[config.mk]
export PLATFORM = sky130hd
export DESIGN_NAME = issue_scoreboard
export DESIGN_NICKNAME = d
export VERILOG_FILES = /design/src/rtl/issue_scoreboard.sv
export SDC_FILE = /design/constraint.sdc
export NUM_CORES = 1
export LEC_CHECK = 0
export BUFFER_PORTS_ARGS = -buffer_cell sky130_fd_sc_hd__buf_2
export CAP_MARGIN = 40
export CORE_ASPECT_RATIO = 0.7
export CORE_MARGIN = 5
export CORE_UTILIZATION = 30
export CTS_CLUSTER_DIAMETER = 150
export CTS_CLUSTER_SIZE = 28
export DETAILED_ROUTE_END_ITERATION = 10
export GPL_TIMING_DRIVEN = 1
export HOLD_SLACK_MARGIN = 0.12
export PLACE_DENSITY = 0.55
export SETUP_SLACK_MARGIN = 0.3
export SLEW_MARGIN = 0
export SYNTH_ARGS = -nofsm -noshare
export SYNTH_HDL_FRONTEND = slang
export SYNTH_SLANG_ARGS = --single-unit
[constraint.sdc]
create_clock -name clk -period 15.9 [get_ports clk]
set_input_delay 2.385 -clock clk [delete_from_list [all_inputs] [get_ports clk]]
set_output_delay 2.385 -clock clk [all_outputs]
set_load 0.1 [all_outputs]
[src/rtl/issue_scoreboard.sv]
// issue_scoreboard: per-register pending-write tracking, hazard stalls and serializing-instruction issue control
module issue_scoreboard #(
  parameter int CNT_W = 2,
  parameter int MAX_OUTSTANDING = 8,
  parameter int OUT_W = $clog2(MAX_OUTSTANDING + 1)
) (
  input  logic             clk,
  input  logic             rst,
  input  logic             dec_valid,
  input  logic             dec_rs1_read,
  input  logic             dec_rs2_read,
  input  logic [4:0]       dec_rs1_regid,
  input  logic [4:0]       dec_rs2_regid,
  input  logic             dec_reg_write,
  input  logic [4:0]       dec_reg_regid,
  input  logic             dec_serialize,
  output logic             dec_ready,
  output logic             issue_fire,
  input  logic             wb_valid,
  input  logic [4:0]       wb_regid,
  input  logic             kill_valid,
  input  logic [4:0]       kill_regid,
  input  logic             serialize_done,
  output logic [OUT_W-1:0] pending_count,
  output logic             busy,
  output logic             err_underflow
);
  typedef enum logic [1:0] {RUN, DRAIN, WAIT} state_t;
  localparam logic [CNT_W-1:0] CNT_MAX = '1;
  state_t           state;
  logic [CNT_W-1:0] cnt [32];
  logic [CNT_W-1:0] cnt_nx [32];
  logic [CNT_W:0]   sum [32];
  logic [1:0]       dcr [32];
  logic             ovf [32];
  logic [OUT_W-1:0] pend_nx;
  logic             stall, uf, wr_ok;
  assign wr_ok = dec_reg_write && dec_reg_regid != 5'd0;
  always_comb begin
    stall = (dec_rs1_read && dec_rs1_regid != 5'd0 && cnt[dec_rs1_regid] != '0) ||
            (dec_rs2_read && dec_rs2_regid != 5'd0 && cnt[dec_rs2_regid] != '0) ||
            (wr_ok && (cnt[dec_reg_regid] == CNT_MAX || pending_count == OUT_W'(MAX_OUTSTANDING)));
    dec_ready = !rst && !stall && (state == RUN ? (!dec_serialize || pending_count == '0) :
                state == DRAIN && dec_serialize && pending_count == '0);
  end
  assign issue_fire = dec_valid && dec_ready;
  assign busy = state != RUN || pending_count != '0;
  // Decrements beyond what a register actually owes clamp to zero and only the real amount leaves the total
  always_comb begin
    sum = '{default: '0};
    dcr = '{default: '0};
    ovf = '{default: 1'b0};
    cnt_nx = cnt;
    uf = 1'b0;
    pend_nx = pending_count + OUT_W'(issue_fire && wr_ok);
    for (int r = 1; r < 32; r++) begin
      sum[r] = {1'b0, cnt[r]} + (CNT_W+1)'(issue_fire && wr_ok && dec_reg_regid == 5'(r));
      dcr[r] = 2'(wb_valid && wb_regid == 5'(r)) + 2'(kill_valid && kill_regid == 5'(r));
      ovf[r] = (CNT_W+1)'(dcr[r]) > sum[r];
      uf = uf || ovf[r];
      cnt_nx[r] = ovf[r] ? '0 : CNT_W'(sum[r] - (CNT_W+1)'(dcr[r]));
      pend_nx = pend_nx - (ovf[r] ? OUT_W'(sum[r]) : OUT_W'(dcr[r]));
    end
  end
  always_ff @(posedge clk or posedge rst) begin
    if (rst) begin
      state <= RUN;
      cnt <= '{default: '0};
      pending_count <= '0;
      err_underflow <= 1'b0;
    end else begin
      cnt <= cnt_nx;
      pending_count <= pend_nx;
      err_underflow <= err_underflow || uf;
      state <= state == WAIT ? (serialize_done ? RUN : WAIT) :
               issue_fire && dec_serialize ? WAIT :
               state == DRAIN ? (dec_valid ? DRAIN : RUN) :
               (dec_valid && dec_serialize && pending_count != '0 ? DRAIN : RUN);
    end
  end
endmodule

# Yosys cells after proc, flatten, opt, wreduce, memory -nomap -nowiden
# Cells that the tools add are included.
[totals]
reg_bits = 69
output_inout_bits = 8
elab_cells = 527
[op_classes]
n_addsub = 125
order_cmp = 34
n_eq_ne = 97
mux = 78
bitwise = 3
reduce_logical = 156
[ops]
columns = ["cell", "n"]
rows = [
  ["$eq 5x5->1 const B", 48],
  ["$sub 4x3->4", 31],
  ["$eq 5x4->1 const B", 24],
  ["$logic_and 1x1->1", 108],
  ["$add 2x1->3", 31],
  ["$gt 2x3->1", 31],
  ["$mux 3", 31],
  ["$mux 2", 40],
  ["$add 1x1->2", 31],
  ["$sub 2x2->2", 31],
  ["$eq 5x3->1 const B", 12],
  ["$logic_or 1x1->1", 36],
  ["$bmux 2 s5", 3],
  ["$eq 5x2->1 const B", 6],
  ["$ge 6x6->1 const B", 3],
  ["$not 5->6", 3],
  ["$eq 5x1->1 const B", 3],
  ["$reduce_bool 5->1", 3],
  ["$reduce_bool 2->1", 3],
  ["$add 4x1->4", 1],
  ["$eq 2x2->1 const B", 2],
  ["$eq 4x4->1 const B", 1],
  ["$logic_not 4->1", 1],
  ["$mux 1", 4],
  ["other kinds (4)", 6],
]

# Depth between registers and ports, before layout
# Gate-level depths: netlist of the first run.
[depth]
ltp_word = 48
depth_mapped = 42

# Least setup slack after synthesis of the first run
# No wires, ideal clock.
[synth_path]
kind = "input to register"
start = "input port dec_rs2_regid[0]"
end = "register pending_count[3]"
setup_ns = 0.125
arrival_ns = 10.585
required_time_ns = 15.775
slack_ns = 5.190
cell_stages = 35
path_cell_list = "buf_4 -> inv_2 -> mux4_1 -> mux4_2 -> o211ai_2 -> nor4_4 -> buf_2 -> and3_1 -> ha_1 -> ha_1 -> inv_1 -> ha_1 -> a21oi_1 -> nor2_1 -> nand2_1 -> nor2_1 -> a21oi_1 -> fa_1 -> inv_1 -> fa_1 -> fa_1 -> fa_1 -> fa_1 -> fa_1 -> inv_1 -> fa_1 -> inv_1 -> fa_1 -> inv_1 -> ha_1 -> xor2_1 -> xnor2_1 -> xnor2_1 -> xnor2_1 -> xnor2_1"
[synth_via]
elab_chain_len = 48
word_cells_on_any_way = 171
cone_classes = "63 x add/sub; 31 x order compare; 34 x mux; 1 x bitwise; 42 x reduce/logical"
[synth_lines]
columns = ["item", "line_no", "source"]
rows = [
  ["start: declaration", "13", "input logic [4:0] dec_rs2_regid,"],
  ["$not 5->6 (implied by the code)", "41", "(dec_rs2_read && dec_rs2_regid != 5'd0 && cnt[dec_rs2_regid] != '0) ||"],
  ["$bmux 2 s5", "41", ""],
  ["$mux 2 (implied by the code) (2 in series)", "41", ""],
  ["$reduce_bool 2->1", "41", ""],
  ["$logic_and 1x1->1 (*)", "41", ""],
  ["$logic_or 1x1->1 (*)", "40", "stall = (dec_rs1_read && dec_rs1_regid != 5'd0 && cnt[dec_rs1_regid] != '0) ||"],
  ["$logic_or 1x1->1 (*)", "41", ""],
  ["$logic_not 1->1 (*)", "43", "dec_ready = !rst && !stall && (state == RUN ? (!dec_serialize || pending_count == '0) :"],
  ["[3 not listed]", "--", ""],
  ["$logic_and 1x1->1 (*)", "55, 57", ""],
  ["$logic_and 1x1->1", "57", "sum[r] = {1'b0, cnt[r]} + (CNT_W+1)'(issue_fire && wr_ok && dec_reg_regid == 5'(r));"],
  ["$add 2x1->3", "57", ""],
  ["$gt 2x3->1", "59", "ovf[r] = (CNT_W+1)'(dcr[r]) > sum[r];"],
  ["$mux 3", "62", "pend_nx = pend_nx - (ovf[r] ? OUT_W'(sum[r]) : OUT_W'(dcr[r]));"],
  ["$sub 4x3->4 (30 in series)", "62", ""],
  ["$sub 4x3->4 (*)", "62", ""],
  ["via pend_nx[3]", "36", "logic [OUT_W-1:0] pend_nx;"],
  ["end signal: assignment", "73", "pending_count <= pend_nx;"],
  ["end: declaration", "24", "output logic [OUT_W-1:0] pending_count,"],
]
# Mark *: on every way through the listed nets, which the timed path passes. The rest lies on a longest branch. The select of a mux whose other input is x is not followed.

# Worst setup path after layout of the first run
[layout_path]
start = "input port dec_rs1_regid[0]"
end = "register pending_count[3]"
[layout_via]
elab_chain_len = 48
word_cells_on_any_way = 171
cone_classes = "63 x add/sub; 31 x order compare; 34 x mux; 1 x bitwise; 42 x reduce/logical"
[layout_lines]
columns = ["item", "line_no", "source"]
rows = [
  ["start: declaration", "12", "input logic [4:0] dec_rs1_regid,"],
  ["$not 5->6 (implied by the code)", "40", ""],
  ["$bmux 2 s5", "40", ""],
  ["$mux 2 (implied by the code) (2 in series)", "40", ""],
  ["$reduce_bool 2->1", "40", ""],
  ["$logic_and 1x1->1 (*)", "40", ""],
  ["$logic_or 1x1->1 (*)", "40", ""],
  ["$logic_or 1x1->1 (*)", "41", ""],
  ["$logic_not 1->1 (*)", "43", ""],
  ["[3 not listed]", "--", ""],
  ["$logic_and 1x1->1 (*)", "55, 57", ""],
  ["$logic_and 1x1->1", "57", ""],
  ["$add 2x1->3", "57", ""],
  ["$gt 2x3->1", "59", ""],
  ["$mux 3", "62", ""],
  ["$sub 4x3->4 (30 in series)", "62", ""],
  ["$sub 4x3->4 (*)", "62", ""],
  ["via pend_nx[3]", "36", ""],
]
# Marked as above.

==> impl_results.md, run 1 <==
- Peak supply drop: 0.2040 mV
- Post-DP HPWL: 27.26 mm
- Reg2Reg Depth: 32
- Area of the multi-input gates: between 0.008 and 0.009 sq mm
- Placement Rows: 57
- Pre-CTS setup slack: slightly above 4000 ps
- Inst Count DP: 1757
- Clock latency on the worst-skew pair: 350 ps
- Full die area: 0.03867 sq mm
- Hold path startpoint: state[1]
- Met3 WL: 3.457 mm
- Drt first pass iters: 5
- Root buffer cell: clkbuf_16
- First-pass GRT wire length: between 40 and 50 mm
- Asr flop ratio synth: 1.000
- Total Wirelength: 31.75 mm
- Final slew viol count: 0
- Primary FF master, synth: dfrtp_1
- Share of cells above drive strength 1: 0.07610
- Final ANT Viol Nets: 0
- Sequential area share after synthesis: 0.1655
- #FFs+latches synth: 69
- Die width: 232.9 microns
- Worst-Margin Slew: 757.8 ps
- Critical R2R Launch: pending_count[1]
- Final hold vios: 0
- Setup_tns: 0 ps
- Critical Path RT: 16180 ps
- Synth cell types: 69
- Fin crit period: ~12000 ps
- Chip Height: 166.0 microns
- Max Freq: a little under 0.09 GHz
- Antenna violations before repair: 1
- CTS tree: done
- Pwr dens: 138.3 mW/mm^2
- Worst slew margin: 0.4948
- Top cell family by delay on the critical path: adder cells
- CP arrival: 11780 ps
- Vias/cell: 4.864
- Total leakage power: approximately 5.6 nW
- Number of port buffers: 42
- Flop-to-flop setup slack: around 6100 ps
- Crit path largest cell delay: 680 ps
- I/O pin count: 43
- Max-cap viol count: 0
- Total Routing Usage GR: 0.1664
- Mean post-synth cell area: 8.477 sq um
- NumNets Final: 1602
- Met2 Wirelength: 11.71 mm
- Drc violations: 0
- Status: complete, no violations
- Syn-to-layout area delta: 10.79%
- FF/Latch Area: 0.001727 sq mm
- CTS Sinks: just under 70
- Worst-path clk slew: roughly 60 ps
- Worst min-delay path category: flop to flop
- Routed metal-1 wirelength: around 16 mm
- Buf+Inv Stages, Crit Path: 6
- Remaining global-route overflow: 0
- Via count: 8623
- Post-synth EDFFs: 0
- Fill cells: 3650
- GPL Wtd Cong: between 0.9 and 1
- Crit path max fanout: 18
- Crit path kind: input port to flop
- Initial Utilization: 0.3023
- Hold path depth: 3
- Hold_buf cts: 0
- Pin count of the biggest net entering global routing: 53
- Synth warn: 0
- Setup Skew: around 6.7 ps
- Clk buf depth: 2
- Cell count after synthesis: 1231
- Worst setup SP type: input port
- Total CTS buffers: 9
- Critical-path top delay cell: or3_1
- Setup crit end kind: flop
- DRT iter0 DRCs: ~860
- Vias in the first global route: just over 8000
- Finished Layout Cells: 1773
- Setup violations, final: 0
- Post-Syn Area: about 0.010 sq mm
- PostCTS Resize Cnt: 0
- Final hold slack: a little under 700 ps
- Post-CTS Setup Inserts: 0
- R2R Path End: pending_count[3]
- RSZ-0062 raised after global routing: false
- Worst path most repeated cell: fa_1
- # diodes: 0
- H-tree depth: 3
- Final WS setup: roughly 4400 ps
- Worst Hold End: state[0]
- Period utilisation layout: 0.7233
- Core Util, Final: 0.3349
- Top routing layer used: met4
- Drt wl/cell: 17.91 microns
- Core Area: 0.03452 sq mm
cells by family (layout without fill, tap and decap cells):
group	after synthesis	after routing	share of synthesized area
buf+inv	205	243	0.07914
compound gates	176	176	0.09664
other cells	2	34	0.0007197
simple gates	426	426	0.1947
flops	69	69	0.1655
mux	20	20	0.03813
xor+xnor	62	62	0.05204
fa+ha+maj	271	271	0.3731
worst max path at each step:
stage                     start               end  cells past startpoint
6_report       dec_rs1_regid[0]  pending_count[3]                     33
3_3_place_gp   dec_rs1_regid[0]  pending_count[3]                     33
4_1_cts        dec_rs1_regid[0]  pending_count[3]                     33
3_5_place_dp   dec_rs1_regid[0]  pending_count[3]                     33
2_1_floorplan  dec_rs2_regid[0]  pending_count[3]                     35
5_1_grt        dec_reg_regid[0]  pending_count[3]                     35
Yosys cell counts (all sizes together), types with 5 or more instances:
cell | instances | area, sq um
nand3 | 17 | 85.08
a211oi | 5 | 37.54
and3 | 15 | 93.84
nor4 | 13 | 96.34
dfrtp | 69 | 1727
mux4 | 15 | 345.3
nand3b | 8 | 60.06
nor2 | 183 | 686.9
buf | 14 | 108.9
clkbuf | 9 | 33.78
nor2b | 7 | 43.79
fa | 67 | 1341
nand4 | 9 | 56.30
nand2b | 13 | 81.33
ha | 204 | 2552
o211ai | 6 | 50.05
inv | 182 | 683.2
or3 | 6 | 40.03
nor3 | 40 | 241.5
a21oi | 128 | 640.6
o21ai | 18 | 90.08
xor2 | 35 | 306.5
nand2 | 91 | 341.6
xnor2 | 27 | 236.5
routing by layer:
layer  global-route usage  vias up
met5                    0        -
met2               0.2106      320
met1               0.2733     4053
met4              0.02618        0
li1                     -     4234
met3              0.05162       16
area by class of cell:
cell class,count,share of cell area
Clock buffer,11,0.02013
Clock inverter,5,0.006493
Tap cell,472,0.05108
Sequential cell,69,0.1494
Multi-Input combinational cell,989,0.6922
Timing Repair Buffer,45,0.02164
Inverter,182,0.05909
placed cells by master (no fill, tap or decap), types with 15 or more instances in the layout:
cell	instances
xor2_1	35
xnor2_1	27
buf_2	43
nand2_1	91
conb_1	34
dfrtp_1	69
a21oi_1	128
nor2_1	183
and3_1	15
inv_1	180
nand3_1	17
nor3_1	33
fa_1	67
ha_1	204
o21ai_0	17
power breakdown:
part           internal [W]  switching [W]  leakage [nW]
logic              0.000459       0.000631          4.54
registers          0.000226      0.0000617         0.930
clock network      0.000137      0.0000833         0.153
total              0.000823       0.000776          5.63
worst register-to-register path, delay by kind of cell, from the launching register on:
family | cells | cell delay (ps)
buf+inv | 5 | 260
fa+ha+maj | 12 | 4980
xor+xnor | 5 | 780
flops | 1 | 430
simple gates | 6 | 2520
compound gates | 4 | 800
state kept, by name (all words and copies together), names as in the netlist:
name	cells
cnt	62
pending_count	4
err_underflow	1
state	2
metrics by stage:
step	instance area, sq um	power, W
finish	11560	0.001599
global route	11560	0.001768
global placement	11220	0.001377
detailed placement	11250	0.001382
CTS	11560	0.001615
floorplan	10560	0.001117
No activity file was read; power rests on OpenSTA's default activity.
==> run 2: changes to the inputs <==
--- a/config.mk
+++ b/config.mk
@@ -5,6 +5,7 @@
 export SDC_FILE = /design/constraint.sdc
 export NUM_CORES = 1
 export LEC_CHECK = 0
+export ABC_AREA = 1
 export BUFFER_PORTS_ARGS = -buffer_cell sky130_fd_sc_hd__buf_2
 export CAP_MARGIN = 40
 export CORE_ASPECT_RATIO = 0.7
==> constraint.sdc (replaced) <==
create_clock -name clk -period 11.1 [get_ports clk]
set_input_delay 1.665 -clock clk [delete_from_list [all_inputs] [get_ports clk]]
set_output_delay 1.665 -clock clk [all_outputs]
set_load 0.1 [all_outputs]
==> run 2 against run 1 <==
  * Sequential cell count unchanged
  * Area after synthesis increased by 4.7%
  * Sequential share of layout area decreased by 0.83 points
  * Critical endpoint unchanged
==> impl_results.md, run 2 <==
- Crit path from: dec_reg_regid[0]
- Setup crit end kind: flop
- Final WS setup: 971.8 ps (-3427 ps)
- Die width: 238.1 microns (+2.2%)
- Initial Utilization: 0.3042 (+0.001909)
- Sequential area share after synthesis: 0.1580 (-0.007464)
- CP Capture Point: pending_count[3]
- Top-count cell post-synth: nand2_1
- Final hold vios: 0 (unchanged)
- Crit path max fanout: 23 (+5)
- Via count: 9721 (+13%)
- RSZ-0062 raised after global routing: false
- Pin count of the biggest net entering global routing: 57 (+7.5%)
- Max reg flops: 62 (unchanged)
- R2R Path End: pending_count[3]
- Primary FF master, synth: dfrtp_1
- Synth cell types: 37 (-46%)
- Critical-path top delay cell: fa_1
- Commonest cells in the netlist: 330 x nand2_1, 298 x inv_1, 212 x nor2_1, 204 x ha_1, 76 x nand3_1
- Antenna violations before repair: 1 (unchanged)
- #FFs+latches synth: 69 (unchanged)
- Hold_buf cts: 0 (unchanged)
- PostCTS Resize Cnt: 0 (unchanged)
- Synth warn: 0 (unchanged)
- Asr flop ratio synth: 1.000 (unchanged)
- Total Wirelength: 37.70 mm (+19%)
- Flop-to-flop setup slack: 2010 ps (-4080 ps)
- I/O pin count: 43 (unchanged)
- Setup violations, final: 0 (unchanged)
- Worst min-delay path category: flop to flop
- Core Area: 0.03592 sq mm (+4.1%)
- Core Util, Final: 0.3408 (+0.005894)
- Worst path most repeated cell: fa_1
- Fill cells: 3856 (+5.6%)
- Clock latency on the worst-skew pair: 380 ps (+30 ps)
- Post-DP HPWL: 32.80 mm (+20%)
- Vias/cell: 4.649 (-4.4%)
- Critical R2R Launch: pending_count[1]
- Vias in the first global route: 9379 (+14%)
- Area of the multi-input gates: 0.008060 sq mm (+0.72%)
- Root buffer cell: clkbuf_16
- Leading area contributor after synthesis: ha_1
- Pre-CTS setup slack: 319.8 ps (-3775 ps)
- Share of cells above drive strength 1: 0.07138 (-0.004711)
- Synth top area share: 0.2336 (-0.01103)
- CTS tree: done
- Final ANT Viol Nets: 0 (unchanged)
- Top Registers: cnt x62, pending_count x4, state x2
- Drc violations: 0 (unchanged)
- NumNets Final: 1912 (+19%)
- Worst setup SP type: input port
- Full die area: 0.04041 sq mm (+4.5%)
- Chip Height: 169.7 microns (+2.2%)
- Remaining global-route overflow: 0 (unchanged)
- First-pass GRT wire length: 57.55 mm (+17%)
- Crit path largest cell delay: 580 ps (-100 ps)
- Syn-to-layout area delta: 12.03%
- Worst-Margin Slew: 919.6 ps (+161.8 ps)
- Reg2Reg Depth: 40 (+25%)
- CP arrival: 10410 ps (-1370 ps)
- Total Routing Usage GR: 0.1903 (+0.02389)
- Clk buf depth: 2 (unchanged)
- Number of port buffers: 42 (unchanged)
- GPL Wtd Cong: 0.9678 (+6.0%)
- Max-cap viol count: 0 (unchanged)
- Commonest non-fill, non-tap cell in the layout: nand2_1
- Placement Rows: 58 (+1.8%)
- Drt first pass iters: 5 (unchanged)
- # diodes: 0 (unchanged)
- Crit path kind: input port to flop
- Worst slew margin: 0.3783 (-0.1165)
- DRT iter0 DRCs: 1073 (+24%)
- Max Freq: 0.09873 GHz
- Most flops, register: cnt
- Most frequent cells in the layout: 330 x nand2_1, 297 x inv_1, 210 x nor2_1
- Setup_tns: 0 ps (unchanged)
- Post-CTS Setup Inserts: 0 (unchanged)
- Drt wl/cell: 18.03 microns (+0.66%)
- Mean post-synth cell area: 7.171 sq um (-15%)
- Final hold slack: 567.3 ps (-109.9 ps)
- Synth area leaders: ha_1 23%, dfrtp_1 16%, fa_1 12%
- Fin crit period: 10130 ps
- Cell count after synthesis: 1524 (+24%)
- Final slew viol count: 0 (unchanged)
- Worst-path clk slew: 70 ps (about the same)
- Post-synth EDFFs: 0 (unchanged)
- Total CTS buffers: 9 (unchanged)
- CTS Sinks: 69 (unchanged)
- Status: complete, no violations
- Period utilisation layout: 0.9124
- Setup Skew: 13.74 ps (+7.076 ps)
- Post-Syn Area: 0.01093 sq mm (+4.7%)
- H-tree depth: 3 (unchanged)
- FF/Latch Area: 0.001727 sq mm (unchanged)
- Critical Path RT: 11380 ps (-4800 ps)
## run 2: cell count changes after synthesis, sizes merged, moves of 33 or more
cell and change:
o21ai +50, a21oi -80, nand3 +61, inv +124, nor3 -33, nand2 +241
nor2 +40
## run 2: logic make-up after synthesis
| family | Yosys count | synth area share |
|---|---|---|
| adders and majority gates | 271 | 0.3563 |
| buffers and inverters | 325 | 0.1182 |
| xor gates and xnor gates | 62 | 0.04969 |
| DFF | 69 | 0.1580 |
| AOI/OAI and AO/OA | 127 | 0.06068 |
| and+or+nand+nor | 668 | 0.2565 |
| other | 2 | 0.0006872 |
## run 2: how the worst min path moves through the flow
stage              from        to  slack [ps]  depth (start not counted)
2_1_floorplan  state[0]  state[1]         520                          3
3_3_place_gp   state[0]  state[1]         550                          3
3_5_place_dp   state[0]  state[1]         560                          3
4_1_cts        state[0]  state[1]         570                          3
5_1_grt        state[0]  state[1]         620                          3
6_report       state[0]  state[1]         570                          3
## run 2: cell type report
type | instances | area share
inverters | 308 | 0.09463
repair buffers | 56 | 0.02759
flip-flops and latches | 69 | 0.1410
well taps | 480 | 0.04905
multi-input cells | 1162 | 0.6584
clock buffers | 11 | 0.02064
clock inverters | 5 | 0.008687
## run 2: worst max-delay path, delay by kind of cell
family          cells  cell delay (ps)
fa+ha+maj          12             5000
simple gates       17             1600
buf+inv            11             1270
xor+xnor            3              570
compound gates      2              270
## run 2: metal layers
layer	vias up	global-route usage	routed length [microns]
li1	4843	-	-
met2	343	0.2622	14590
met4	0	0.03192	448
met5	-	0	0
met1	4511	0.2914	18770
met3	24	0.06157	3890
## run 2: stage by stage
stage | instance area (sq um) | cells
6_report | 12240 | 2091
5_1_grt | 12240 | 2091
4_1_cts | 12210 | 2091
3_5_place_dp | 11850 | 2075
3_3_place_gp | 11820 | 2074
2_1_floorplan | 11050 | 1556
Power of run 2 is not shown: default switching activity piles up to over one toggle a cycle in this logic, so the estimate is an artifact.
==> run 3: changes to the inputs <==
==> constraint.sdc (replaced) <==
create_clock -name clk -period 11.54 [get_ports clk]
set_input_delay 1.731 -clock clk [delete_from_list [all_inputs] [get_ports clk]]
set_output_delay 1.731 -clock clk [all_outputs]
set_load 0.1 [all_outputs]
==> run 3 against run 2 <==
  * Critical endpoint unchanged
  * Die area did not move
  * Via count barely moved
  * Final area fell by 0.74%
  * Utilization fell by 0.25 points
  * Critical path depth fell by 6
==> impl_results.md, run 3 (same netlist as run 2, synthesis figures left out) <==
- Initial Utilization: 0.3042 (unchanged)
- Critical Path RT: 11810 ps (+430 ps)
- H-tree depth: 3 (unchanged)
- Post-CTS Setup Inserts: 0 (unchanged)
- Number of port buffers: 42 (unchanged)
- Setup violations, final: 0 (unchanged)
- Worst-path clk slew: 70 ps (about the same)
- Worst slew margin: 0.4332 (+0.05485)
- # diodes: 0 (unchanged)
- Max reg flops: 62 (unchanged)
- Most frequent cells in the layout: 330 x nand2_1, 297 x inv_1, 212 x nor2_1
- CTS tree: done
- Worst path most repeated cell: fa_1
- Final slew viol count: 0 (unchanged)
- CTS Sinks: 69 (unchanged)
- Chip Height: 169.7 microns (unchanged)
- Vias in the first global route: 9324 (-0.59%)
- PostCTS Resize Cnt: 0 (unchanged)
- Hold path depth: 3 (unchanged)
- Final hold vios: 0 (unchanged)
- Worst-Margin Slew: 845.1 ps (-74.42 ps)
- Share of cells above drive strength 1: 0.06472 (-0.006667)
- Critical-path top delay cell: a211oi_1
- Final ANT Viol Nets: 0 (unchanged)
- Clock latency on the worst-skew pair: 370 ps (about the same)
- NumNets Final: 1908 (-0.21%)
- Max Freq: 0.09368 GHz
- Worst setup SP type: input port
- CP arrival: 10950 ps (+540 ps)
- Crit path largest cell delay: 740 ps (+160 ps)
- Max-cap viol count: 0 (unchanged)
- Period utilisation layout: 0.9250
- Pin count of the biggest net entering global routing: 51 (-11%)
- Drc violations: 0 (unchanged)
- Reg2Reg Depth: 35 (-13%)
- Hold_buf cts: 0 (unchanged)
- Most flops, register: cnt
- Via count: 9730 (+0.093%)
- Top routing layer used: met4
- Remaining global-route overflow: 0 (unchanged)
- First-pass GRT wire length: 57.97 mm (+0.74%)
- Commonest non-fill, non-tap cell in the layout: nand2_1
- GPL Wtd Cong: 1.001 (+3.4%)
- Fin crit period: 10670 ps
- Top Registers: cnt x62, pending_count x4, state x2
- Routed metal-1 wirelength: 19.54 mm (+4.1%)
- Root buffer cell: clkbuf_16
- Clk buf depth: 2 (unchanged)
- Die width: 238.1 microns (unchanged)
- Total Wirelength: 37.73 mm (about the same)
- Total Routing Usage GR: 0.1894 (-0.0008879)
- Drt wl/cell: 18.08 microns (+0.28%)
- DRT iter0 DRCs: 973 (-9.3%)
- RSZ-0062 raised after global routing: false
- Fill cells: 3868 (+0.31%)
- Syn-to-layout area delta: 11.21%
- Placement Rows: 58 (unchanged)
- Total CTS buffers: 9 (unchanged)
- Full die area: 0.04041 sq mm (unchanged)
- I/O pin count: 43 (unchanged)
- Core Area: 0.03592 sq mm (unchanged)
- Setup Skew: 13.96 ps (+0.2164 ps)
- Worst min-delay path category: flop to flop
- Setup crit end kind: flop
- Antenna violations before repair: 0 (-1)
- Vias/cell: 4.662 (+0.28%)
- Crit path kind: input port to flop
- Met2 Wirelength: 14.76 mm (+1.2%)
- Met3 WL: 2.995 mm (-23%)
- Post-DP HPWL: 32.69 mm (-0.34%)
- Status: complete, no violations
- Crit path max fanout: 16 (-30%)
- Setup_tns: 0 ps (unchanged)
- Drt first pass iters: 6 (+1)
## run 3: stage by stage
stage	hold WS, ps	utilization	instance area, sq um	std cells	setup WS, ps
floorplan	521.8	-	11050	1556	1598
global placement	547.1	0.3281	11790	2069	479.0
detailed placement	553.4	0.3290	11820	2071	502.4
CTS	561.4	0.3381	12150	2087	898.1
global route	611.6	0.3383	12150	2087	363.0
finish	564.8	0.3383	12150	2087	865.3
## run 3: routing by layer
layer,global-route usage,vias up
met5,0,-
met4,0.03117,0
met3,0.03947,30
met2,0.2638,296
met1,0.3012,4574
li1,-,4830
## run 3: final cells by class
class	instances	area, sq um	share of cell area
timing repair buffer	52	305.3	0.02512
tap	480	600.6	0.04942
inverter	308	1159	0.09534
sequential	69	1727	0.1421
clock inverter	5	83.83	0.006898
multi-input combinational	1162	8035	0.6612
clock buffer	11	242.7	0.01997
## run 3: path summary, 6_finish.rpt
kind	from	endpoint	slack, ps
max	dec_rs2_regid[0]	pending_count[3]	870
min	state[0]	state[1]	560
max reg2reg	pending_count[0]	pending_count[3]	2100
min reg2reg	state[0]	state[1]	560
max in group asynchronous	rst	cnt[46]	9380
min in group asynchronous	rst	state[1]	1320
## run 3: critical path, delay by kind of cell
kind	cells	cell delay, ps
XOR/XNOR	3	540
AO/OA/AOI/OAI	3	1070
AND/OR/NAND/NOR	13	2000
buffers and inverters	8	590
adder cells (fa/ha/maj)	12	4960
Power of run 3 is left out for the same reason.
